<file path="config.mk">
export PLATFORM = sky130hd
export DESIGN_NAME = byte_bank_loader
export DESIGN_NICKNAME = d
export VERILOG_FILES = /design/src/rtl/byte_bank_loader.sv
export SDC_FILE = /design/constraint.sdc
export NUM_CORES = 1
export LEC_CHECK = 0
export CAP_MARGIN = 0
export CORE_ASPECT_RATIO = 1.2
export CORE_UTILIZATION = 55
export DETAILED_ROUTE_END_ITERATION = 6
export GPL_ROUTABILITY_DRIVEN = 0
export PLACE_DENSITY_LB_ADDON = 0.3
export SYNTH_ARGS = -nofsm -noshare
export SYNTH_HDL_FRONTEND = slang
export SYNTH_SLANG_ARGS = --single-unit
</file>
<file path="constraint.sdc">
create_clock -name clk -period 3.2 [get_ports clk]
set_input_delay 0.8 -clock clk [delete_from_list [all_inputs] [get_ports clk]]
set_output_delay 0.8 -clock clk [all_outputs]
set_load 0.01 [all_outputs]
</file>
<file path="src/rtl/byte_bank_loader.sv">
// Byte-wide loader for a NUM_WORDS x DATA_W working bank, with valid tracking,
// an auto-incrementing stream pointer, registered read-back and a commit-only shadow.
module byte_bank_loader #(
    parameter int DATA_W    = 8,
    parameter int NUM_WORDS = 32,
    parameter int AW        = $clog2(NUM_WORDS)
) (
    input  logic                        clk,
    input  logic                        rst,
    input  logic                        we,
    input  logic                        auto_inc,
    input  logic [AW-1:0]               addr,
    input  logic [DATA_W-1:0]           data_i,
    input  logic                        clr,
    input  logic                        commit,
    input  logic [AW-1:0]               rd_addr,
    output logic [DATA_W-1:0]           rd_data,
    output logic [NUM_WORDS*DATA_W-1:0] a,
    output logic [AW-1:0]               ptr,
    output logic [1:0]                  state,
    output logic                        commit_ack
);

    typedef enum logic [1:0] {
        ST_EMPTY    = 2'b00,
        ST_PARTIAL  = 2'b01,
        ST_COMPLETE = 2'b10
    } state_t;

    state_t                        state_q;
    state_t                        state_d;
    logic [DATA_W-1:0]             bank [NUM_WORDS];
    logic [NUM_WORDS-1:0]          valid_q;
    logic [NUM_WORDS-1:0]          valid_d;
    logic [AW-1:0]                 wr_idx;
    logic [NUM_WORDS*DATA_W-1:0]   bank_flat;

    assign wr_idx = auto_inc ? ptr : addr;

    // Next valid mask; clr wins over a same-cycle write.
    always_comb begin
        valid_d = valid_q;
        if (clr) begin
            valid_d = '0;
        end else if (we) begin
            valid_d[wr_idx] = 1'b1;
        end
    end

    // Occupancy state follows the next valid mask, so it is current one cycle after a write.
    always_comb begin
        state_d = ST_PARTIAL;
        if (valid_d == '0) begin
            state_d = ST_EMPTY;
        end else if (&valid_d) begin
            state_d = ST_COMPLETE;
        end
    end

    always_comb begin
        for (int k = 0; k < NUM_WORDS; k++) begin
            bank_flat[k*DATA_W +: DATA_W] = bank[k];
        end
    end

    always_ff @(posedge clk) begin
        if (rst || clr) begin
            for (int k = 0; k < NUM_WORDS; k++) begin
                bank[k] <= '0;
            end
        end else if (we) begin
            bank[wr_idx] <= data_i;
        end
    end

    // Shadow, read-back and ack all sample the pre-edge bank.
    always_ff @(posedge clk) begin
        if (rst) begin
            valid_q    <= '0;
            state_q    <= ST_EMPTY;
            ptr        <= '0;
            a          <= '0;
            rd_data    <= '0;
            commit_ack <= 1'b0;
        end else begin
            valid_q    <= valid_d;
            state_q    <= state_d;
            commit_ack <= commit;
            rd_data    <= bank[rd_addr];
            if (commit) begin
                a <= bank_flat;
            end
            if (clr) begin
                ptr <= '0;
            end else if (we && auto_inc) begin
                ptr <= ptr + AW'(1);
            end
        end
    end

    assign state = state_q;

endmodule

</file>
==> results of run 1 <==
layout make-up:
cell class / count / area share (%)
inverters: 1 / 0.0134
multi-input cells: 1087 / 29.6
well taps: 539 / 2.40
clock buffers: 76 / 5.14
flip-flops and latches: 560 / 49.0
clock inverters: 20 / 0.632
repair buffers: 362 / 13.2
where the power goes:
group	leakage [nW]	total [mW]	internal [mW]	switching, mW
Combinational	5.82	1.32	0.605	0.715
Clock	0.793	6.00	3.37	2.63
Sequential	5.32	7.96	7.74	0.212
Total	11.9	15.3	11.7	3.55
worst max-delay path: cells and delay by family:
kind	cells	cell delay [ps]
AOI/OAI and AO/OA	2	810
buffers and inverters	1	640
and+or+nand+nor	5	1020
path summary, 6_finish.rpt:
| path | startpoint | end | slack, ps | cells after the start |
|---|---|---|---|---|
| setup / recovery | we | state[1] | 440 | 8 |
| hold / removal | valid_q[29] | valid_q[29] | 480 | 2 |
| setup reg to reg | ptr[3] | state[0] | 860 | 8 |
| hold reg to reg | valid_q[29] | valid_q[29] | 480 | 2 |
state kept, by name (all words and copies together) (netlist names):
signal      flops
commit_ack      1
state           2
a             256
rd_data         8
ptr             5
valid_q        32
bank          256
layer usage:
metal	up-vias	part of all wire, %
met5	-	0
met4	0	5.1
met3	178	9.1
met2	931	48
met1	7579	38
li1	7044	-
logic make-up (layout without fill, tap and decap cells):
group                      Yosys count  after routing
DFF                                560            560
and+or+nand+nor                    684            684
AOI/OAI and AO/OA                   52             52
buffers and inverters              179            459
xor gates and xnor gates             4              4
muxes                              346            346
adders and majority gates            1              1
placed cells by master (no fill, tap or decap), types with 48 or more instances in the layout:
cell type / instances
and3_1: 248
mux4_2: 80
dfxtp_1: 304
clkdlybuf4s50_1: 291
clkbuf_16: 53
edfxtp_1: 256
nand2_1: 72
buf_4: 48
nor2_1: 304
mux2i_1: 266
per-stage QoR:
step           util [%]  cell area (um^2)  cells  hold WS (ps)
2_1_floorplan         -             22700   1826           434
3_3_place_gp       65.0             26500   2549           455
3_5_place_dp       65.0             26500   2549           460
4_1_cts            69.0             28100   2645           474
5_1_grt            69.0             28100   2645           507
6_report           69.0             28100   2645           476
==> run summary, run 1 <==
status - completed
setup repair after global routing missed its margin - false
clk slew on worst S/H paths - 60 ps
wire per inst - 23.9 um
Final HPWL DP - 43100 um
cells along the critical path - clkdlybuf4s50_1, nand2_1, o31ai_4, a21oi_1, nor4_1, nand4_1, nor3_2, and2_1
Setup-failing EPs final - 0
global routing usage on met1 - 38.5%
ANT cells - 0
CTS Sinks - 560
area of the multi-input gates - 8310 um^2
largest stage delay on the critical path - 640 ps
Lkg Pwr - 11.9 nW
synth top area cells - edfxtp_1 (34%), dfxtp_1 (27%), mux2i_1 (12%)
setup TNS - 0 ps
initial antenna violation count - 0
Post-route DRC - 0
Detailed Route Iter0 Violations - 1962
synthesized area per cell - 12.4 um^2
Syn Nets - 1851
Post-Synth Simple-Gate Area - 14.9%
WL final - 63300 um
VDD IR max - 377 uV
clk_skew - 18.9 ps
Max Slew Vio Count - 0
Ports - 296
most common cell in the netlist - nor2_1
Power Total - 15.3 mW
post-synthesis compound-gate area fraction - 1.48%
register area - 13800 um^2
# hold bufs at CTS - 0
CTS root buffer - clkbuf_16
Post-Synth XOR/XNOR Area - 0.154%
Area Overhead vs Synth - 23.7%
Final Critical Period - 2760 ps
DR vias/cell - 5.95
Power Density - 544 nW/um^2
grt met2 use - 49.0%
Main synth FF type - dfxtp_1
top cell type's share of synthesized area - 33.9%
Top Usage Layer GRT - met2
final worst slack - 437 ps
mux contribution to synthesized area - 19.7%
CTS tree - done
Yosys warning count - 0
vias in the first global route - 15200
gr usage total - 29.7%
register area share after synthesis - 60.7%
Via Count - 15700
Max-Slew Margin vs Limit - 27.9%
TritonCTS Buffers - 52
Synth area leader - edfxtp_1
Post-synth EDFFs - 256
GRT overflow - 0
final hold viol count - 0
synth cell count leaders - nor2_1 (306), dfxtp_1 (304), mux2i_1 (266)
Slowest-stage cell, CP - clkdlybuf4s50_1
fraction of layout cells with a size suffix above 1 - 11.4%
worst min path class - reg2reg
Max Root-Sink Buffers - 3
Worst-Skew Late Latency - 580 ps
max-cap violation count - 0
Worst-Margin Slew - 1080 ps
post-route ant nets - 0
die height - 225 um
first-pass GRT wire length - 93900 um
largest net degree at the start of global routing - 217
endpoint class of the critical path - flip-flop
post-synthesis cell area - 22700 um^2
asr flop ratio synth - 0%
WS Path Type - in2reg
fin crit share - 86.3%
Max Fclk - 362 MHz
Fillers - 2880
I/O Buffers - 295
Crit Path Max Fanout - 13
Syn Inst Count - 1826
Yosys reg bits - 560
Die Area - 42100 um^2
critical path arrival - 3280 ps
post-cts gate resize count - 0
largest family of logic cells by synthesized area - multiplexers
post-synthesis adder-cell area fraction - 0.0551%
CP startpoint kind - primary input
Initial Util - 55.7%
core area - 40700 um^2
nets - 2089
Crit path required time - 3720 ps
post-CTS setup buffer count - 0
Site Rows - 81
grt met3 use - 4.65%
DRT Pass-1 Iters - 6
Netlist cell types - 42
die width - 187 um
H-tree Lvls - 2
DP Worst Slack - -77.3 ps
(Power assumes the default switching activity.)
==> run 2, diff against run 1 <==
--- a/config.mk
+++ b/config.mk
@@ -5,6 +5,7 @@
 export SDC_FILE = /design/constraint.sdc
 export NUM_CORES = 1
 export LEC_CHECK = 0
+export ABC_AREA = 1
 export CAP_MARGIN = 0
 export CORE_ASPECT_RATIO = 1.2
 export CORE_UTILIZATION = 55
==> run summary, run 2 <==
status - completed
Post-Synth XOR/XNOR Area - 0%
fin crit share - 79.5%
Main synth FF type - dfxtp_1
Netlist cell types - 29
GRT overflow - 0
most common cell in the netlist - nor2_1
flop2flop setup slack - 1240 ps
Setup-failing EPs final - 0
WS Path Type - in2reg
Critical Path Sink - state[0]
register area - 13800 um^2
Worst-Skew Late Latency - 590 ps
post-synthesis cell area - 22400 um^2
Worst-Margin Slew - 811 ps
die width - 186 um
VDD IR max - 389 uV
CP Depth - 13
commonest non-fill, non-tap cells in the layout - nor2_1 (993), o21ai_0 (395), dfxtp_1 (304), clkdlybuf4s50_1 (293), edfxtp_1 (256)
setup TNS - 0 ps
Via Count - 20000
Initial Util - 56.1%
clk_skew - 11.2 ps
Post-synth EDFFs - 256
post-route ant nets - 0
Yosys reg bits - 560
Site Rows - 80
core area - 39900 um^2
Worst Path Buf+Inv - 2
nets - 2793
die height - 223 um
largest family of logic cells by synthesized area - simple AND/OR/NAND/NOR gates
Yosys warning count - 0
Reg2Reg Launch Point - ptr[3]
Die Area - 41600 um^2
TritonCTS Buffers - 52
asr flop ratio synth - 0%
CP most frequent cell - nand2_1
Final Critical Period - 2540 ps
CTS tree - done
Ports - 296
worst r2r path cells - 14
Area Overhead vs Synth - 23.5%
vias in the first global route - 18500
DRT Pass-1 Iters - 6
Slowest-stage cell, CP - clkdlybuf4s50_1
CP delay by family, top - simple AND/OR/NAND/NOR gates
initial antenna violation count - 1
largest net degree at the start of global routing - 204
I/O Buffers - 295
critical path arrival - 3020 ps
max-cap violation count - 0
Crit path required time - 3680 ps
WL final - 72200 um
gr usage total - 34.3%
CP startpoint kind - primary input
Final HPWL DP - 49400 um
CTS Sinks - 560
final worst slack - 656 ps
Max Fclk - 393 MHz
wire per inst - 21.6 um
Max-Slew Margin vs Limit - 45.9%
Max Slew Vio Count - 0
# hold bufs at CTS - 0
Power Density - 583 nW/um^2
Lkg Pwr - 11.1 nW
H-tree Lvls - 2
Fillers - 2959
Synth area leader - edfxtp_1
clk slew on worst S/H paths - 70 ps
worst setup path startpoint - auto_inc
post-synthesis adder-cell area fraction - 0.0558%
Crit Path Max Fanout - 8
cells along the critical path - clkdlybuf4s50_1, buf_4, nand2_1, nand2_2, nand2_2, nor2_2, nand2_1, nand2_1, nand2_1, nor2_1, nand4_1, nor2_1, nor2_1
DR vias/cell - 5.97
Power Total - 16.1 mW
largest stage delay on the critical path - 610 ps
Post-Synth Simple-Gate Area - 22.4%
Syn Inst Count - 2541
Post-route DRC - 0
CTS root buffer - clkbuf_16
post-CTS setup buffer count - 0
register area share after synthesis - 61.5%
worst r2r dst - state[0]
synth cell count leaders - nor2_1 (994), o21ai_0 (395), dfxtp_1 (304)
endpoint class of the critical path - flip-flop
post-cts gate resize count - 0
post-synthesis compound-gate area fraction - 11.9%
worst min path class - reg2reg
final hold viol count - 0
fraction of layout cells with a size suffix above 1 - 6.94%
synthesized area per cell - 8.82 um^2
top cell type's share of synthesized area - 34.3%
setup repair after global routing missed its margin - false
commonest non-fill, non-tap cell in the layout - nor2_1
DP Worst Slack - 104 ps
synth top area cells - edfxtp_1 (34%), dfxtp_1 (27%), nor2_1 (17%)
mux contribution to synthesized area - 0%
first-pass GRT wire length - 107000 um
Syn Nets - 2566
Max Root-Sink Buffers - 3
biggest regs - a: 256 flops, bank: 256 flops, valid_q: 32 flops
area of the multi-input gates - 7720 um^2
Detailed Route Iter0 Violations - 3299
==> run 2: layout make-up <==
type	count	area share, %
multi-input combinational	1738	27.9
antenna	1	0.00904
clock buffer	72	5.63
inverter	71	0.999
tap	533	2.41
sequential	560	49.8
clock inverter	24	0.737
timing repair buffer	345	12.5
==> run 2: kinds of logic after synthesis <==
logic type | Yosys count
AOI/OAI and AO/OA | 490
adders and majority gates | 1
buffers and inverters | 243
and+or+nand+nor | 1247
DFF | 560
==> run 2: worst min-delay path: cells and delay by family (launching register included) <==
| family | cells | cell delay [ps] |
|---|---|---|
| DFF | 1 | 310 |
| and+or+nand+nor | 2 | 150 |
==> run 2: where the power goes <==
group          internal [mW]  total (mW)  switching [mW]
Clock                   3.65        6.37            2.72
Sequential              7.82        8.09           0.262
Combinational          0.653        1.68            1.03
==> run 2: metrics by stage <==
stage | hold slack (ps) | instances | utilization [%] | area (um^2)
2_1_floorplan | 434 | 2541 | - | 22400
3_3_place_gp | 456 | 3247 | 64.9 | 25900
3_5_place_dp | 466 | 3247 | 64.9 | 25900
4_1_cts | 481 | 3343 | 69.3 | 27700
5_1_grt | 507 | 3343 | 69.3 | 27700
6_report | 487 | 3344 | 69.3 | 27700
==> run 2: worst min-delay path by stage <==
| stage | to | slack (ps) | start | depth (start not counted) |
|---|---|---|---|---|
| after CTS | valid_q[24] | 480 | valid_q[24] | 2 |
| after global routing | valid_q[13] | 510 | valid_q[13] | 2 |
| final | valid_q[13] | 490 | valid_q[13] | 2 |
| after detailed placement | valid_q[24] | 470 | valid_q[24] | 2 |
| after global placement | valid_q[7] | 460 | valid_q[7] | 2 |
| after floorplan | valid_q[24] | 430 | valid_q[24] | 2 |
==> run 2: metal layers <==
| layer | global-route usage (%) | wire, um | up-vias |
|---|---|---|---|
| met5 | 0 | 11 | - |
| met4 | 18.5 | 4350 | 2 |
| met3 | 6.02 | 8790 | 266 |
| met2 | 54.6 | 33300 | 1497 |
| met1 | 44.5 | 25700 | 9300 |
| li1 | - | - | 8888 |
==> run 3, diff against run 2 <==
--- a/config.mk
+++ b/config.mk
@@ -8,7 +8,7 @@
 export ABC_AREA = 1
 export CAP_MARGIN = 0
 export CORE_ASPECT_RATIO = 1.2
-export CORE_UTILIZATION = 55
+export CORE_UTILIZATION = 50
 export DETAILED_ROUTE_END_ITERATION = 6
 export GPL_ROUTABILITY_DRIVEN = 0
 export PLACE_DENSITY_LB_ADDON = 0.3
==> constraint.sdc (replaced) <==
create_clock -name clk -period 2.2 [get_ports clk]
set_input_delay 0.55 -clock clk [delete_from_list [all_inputs] [get_ports clk]]
set_output_delay 0.55 -clock clk [all_outputs]
set_load 0.01 [all_outputs]
==> run summary, run 3 (synthesis results as in run 2) <==
status - completed
post-route ant nets - 0
CTS Sinks - 560
Site Rows - 84
nets - 2945
post-CTS setup buffer count - 0
commonest non-fill, non-tap cell in the layout - nor2_1
fin crit share - 99.7%
fraction of layout cells with a size suffix above 1 - 11.4%
TritonCTS Buffers - 53
H-tree Lvls - 2
CP startpoint kind - flip-flop
CTS root buffer - clkbuf_16
Slowest-stage cell, CP - clkdlybuf4s50_1
Worst-Margin Slew - 626 ps
wire per inst - 20.7 um
Worst-Skew Late Latency - 590 ps
Crit path required time - 1650 ps
WL final - 73100 um
Core Util, Final - 66.9%
DP Worst Slack - -523 ps
GRT overflow - 0
Via Count - 20200
largest stage delay on the critical path - 600 ps
CTS tree - done
endpoint class of the critical path - primary output
Area Overhead vs Synth - 31.5%
Crit Path Max Fanout - 2
I/O Buffers - 295
Max Root-Sink Buffers - 3
Power Density - 804 nW/um^2
hold slack - 444 ps
total placed cells including tap cells - 3424
Lkg Pwr - 12.0 nW
die height - 234 um
Final HPWL DP - 51900 um
setup repair after global routing missed its margin - false
cells along the critical path - clkdlybuf4s50_1
Max Fclk - 456 MHz
Ports - 296
Max Slew Vio Count - 0
VDD IR max - 554 uV
CP delay by family, top - buffers and inverters
Max-Slew Margin vs Limit - 57.8%
Die Area - 45700 um^2
first-pass GRT wire length - 111000 um
WS Path Type - reg2out
initial antenna violation count - 1
Worst Path Buf+Inv - 1
clk_skew - 11.5 ps
commonest non-fill, non-tap cells in the layout - nor2_1 (992), o21ai_0 (395), dfxtp_1 (302), clkdlybuf4s50_1 (292), edfxtp_1 (256)
DR vias/cell - 5.72
max-cap violation count - 0
largest net degree at the start of global routing - 156
Initial Util - 50.9%
core area - 44000 um^2
biggest regs - a: 256 flops, bank: 256 flops, valid_q: 32 flops
Final Critical Period - 2190 ps
Post-route DRC - 0
clk slew on worst S/H paths - 60 ps
final worst slack - 6.18 ps
Detailed Route Iter0 Violations - 2470
worst min path class - in2reg
DRT Pass-1 Iters - 6
final hold viol count - 0
vias in the first global route - 19400
Power Total - 23.7 mW
Setup-failing EPs final - 0
gr usage total - 31.7%
die width - 195 um
critical path arrival - 1640 ps
fin cells - 3525
## run 3: per-stage QoR
step | setup TNS [ps] | area [um^2]
floorplan | 0 | 22400
global placement | -124160 | 27700
detailed placement | -158700 | 27700
CTS | 0 | 29500
global route | 0 | 29500
finish | 0 | 29500
## run 3: worst paths after layout
kind / start / to / slack [ps] / cells past startpoint
min reg2reg: valid_q[13] / valid_q[13] / 490 / 2
max: a[127] / a[127] / 6 / 1
min: commit / a[108] / 440 / 4
max reg2reg: ptr[1] / state[1] / 270 / 14
## run 3: tightest hold or removal path: stages
cell	delay [ps]
buf_6	120
inv_6	130
nor2_1	120
nor2_1	50
## run 3: timing repair
action	CTS	global route
pin swaps	0	0
hold endpoints to repair	0	0
hold buffers	0	0
gates resized for setup	1	3
endpoints found under the setup margin	1	4
cloned	0	0
## run 3: report_power, final
group	switching [mW]	internal, mW	leakage [nW]
combinational	1.54	1.19	5.81
clock	3.89	5.31	0.859
sequential	0.378	11.4	5.36
total	5.81	17.9	12.0
## run 3: per-layer routing
metal  up-vias  part of all wire, %  track usage (%)
li1       9174                    -                -
met1      9420                   38             41.0
met2      1321                   46             50.6
met3       259                   10             5.81
met4         0                  5.7             17.8
met5         -                    0                0
## run 3: area by class of cell
class	instances	area (um^2)
Antenna cell	1	2.50
Clock buffer	81	1580
Clock inverter	19	179
Fill cell	3326	14600
Inverter	71	277
Multi-Input combinational cell	1738	7730
Sequential cell	560	13800
Tap cell	559	699
Timing Repair Buffer	496	5240
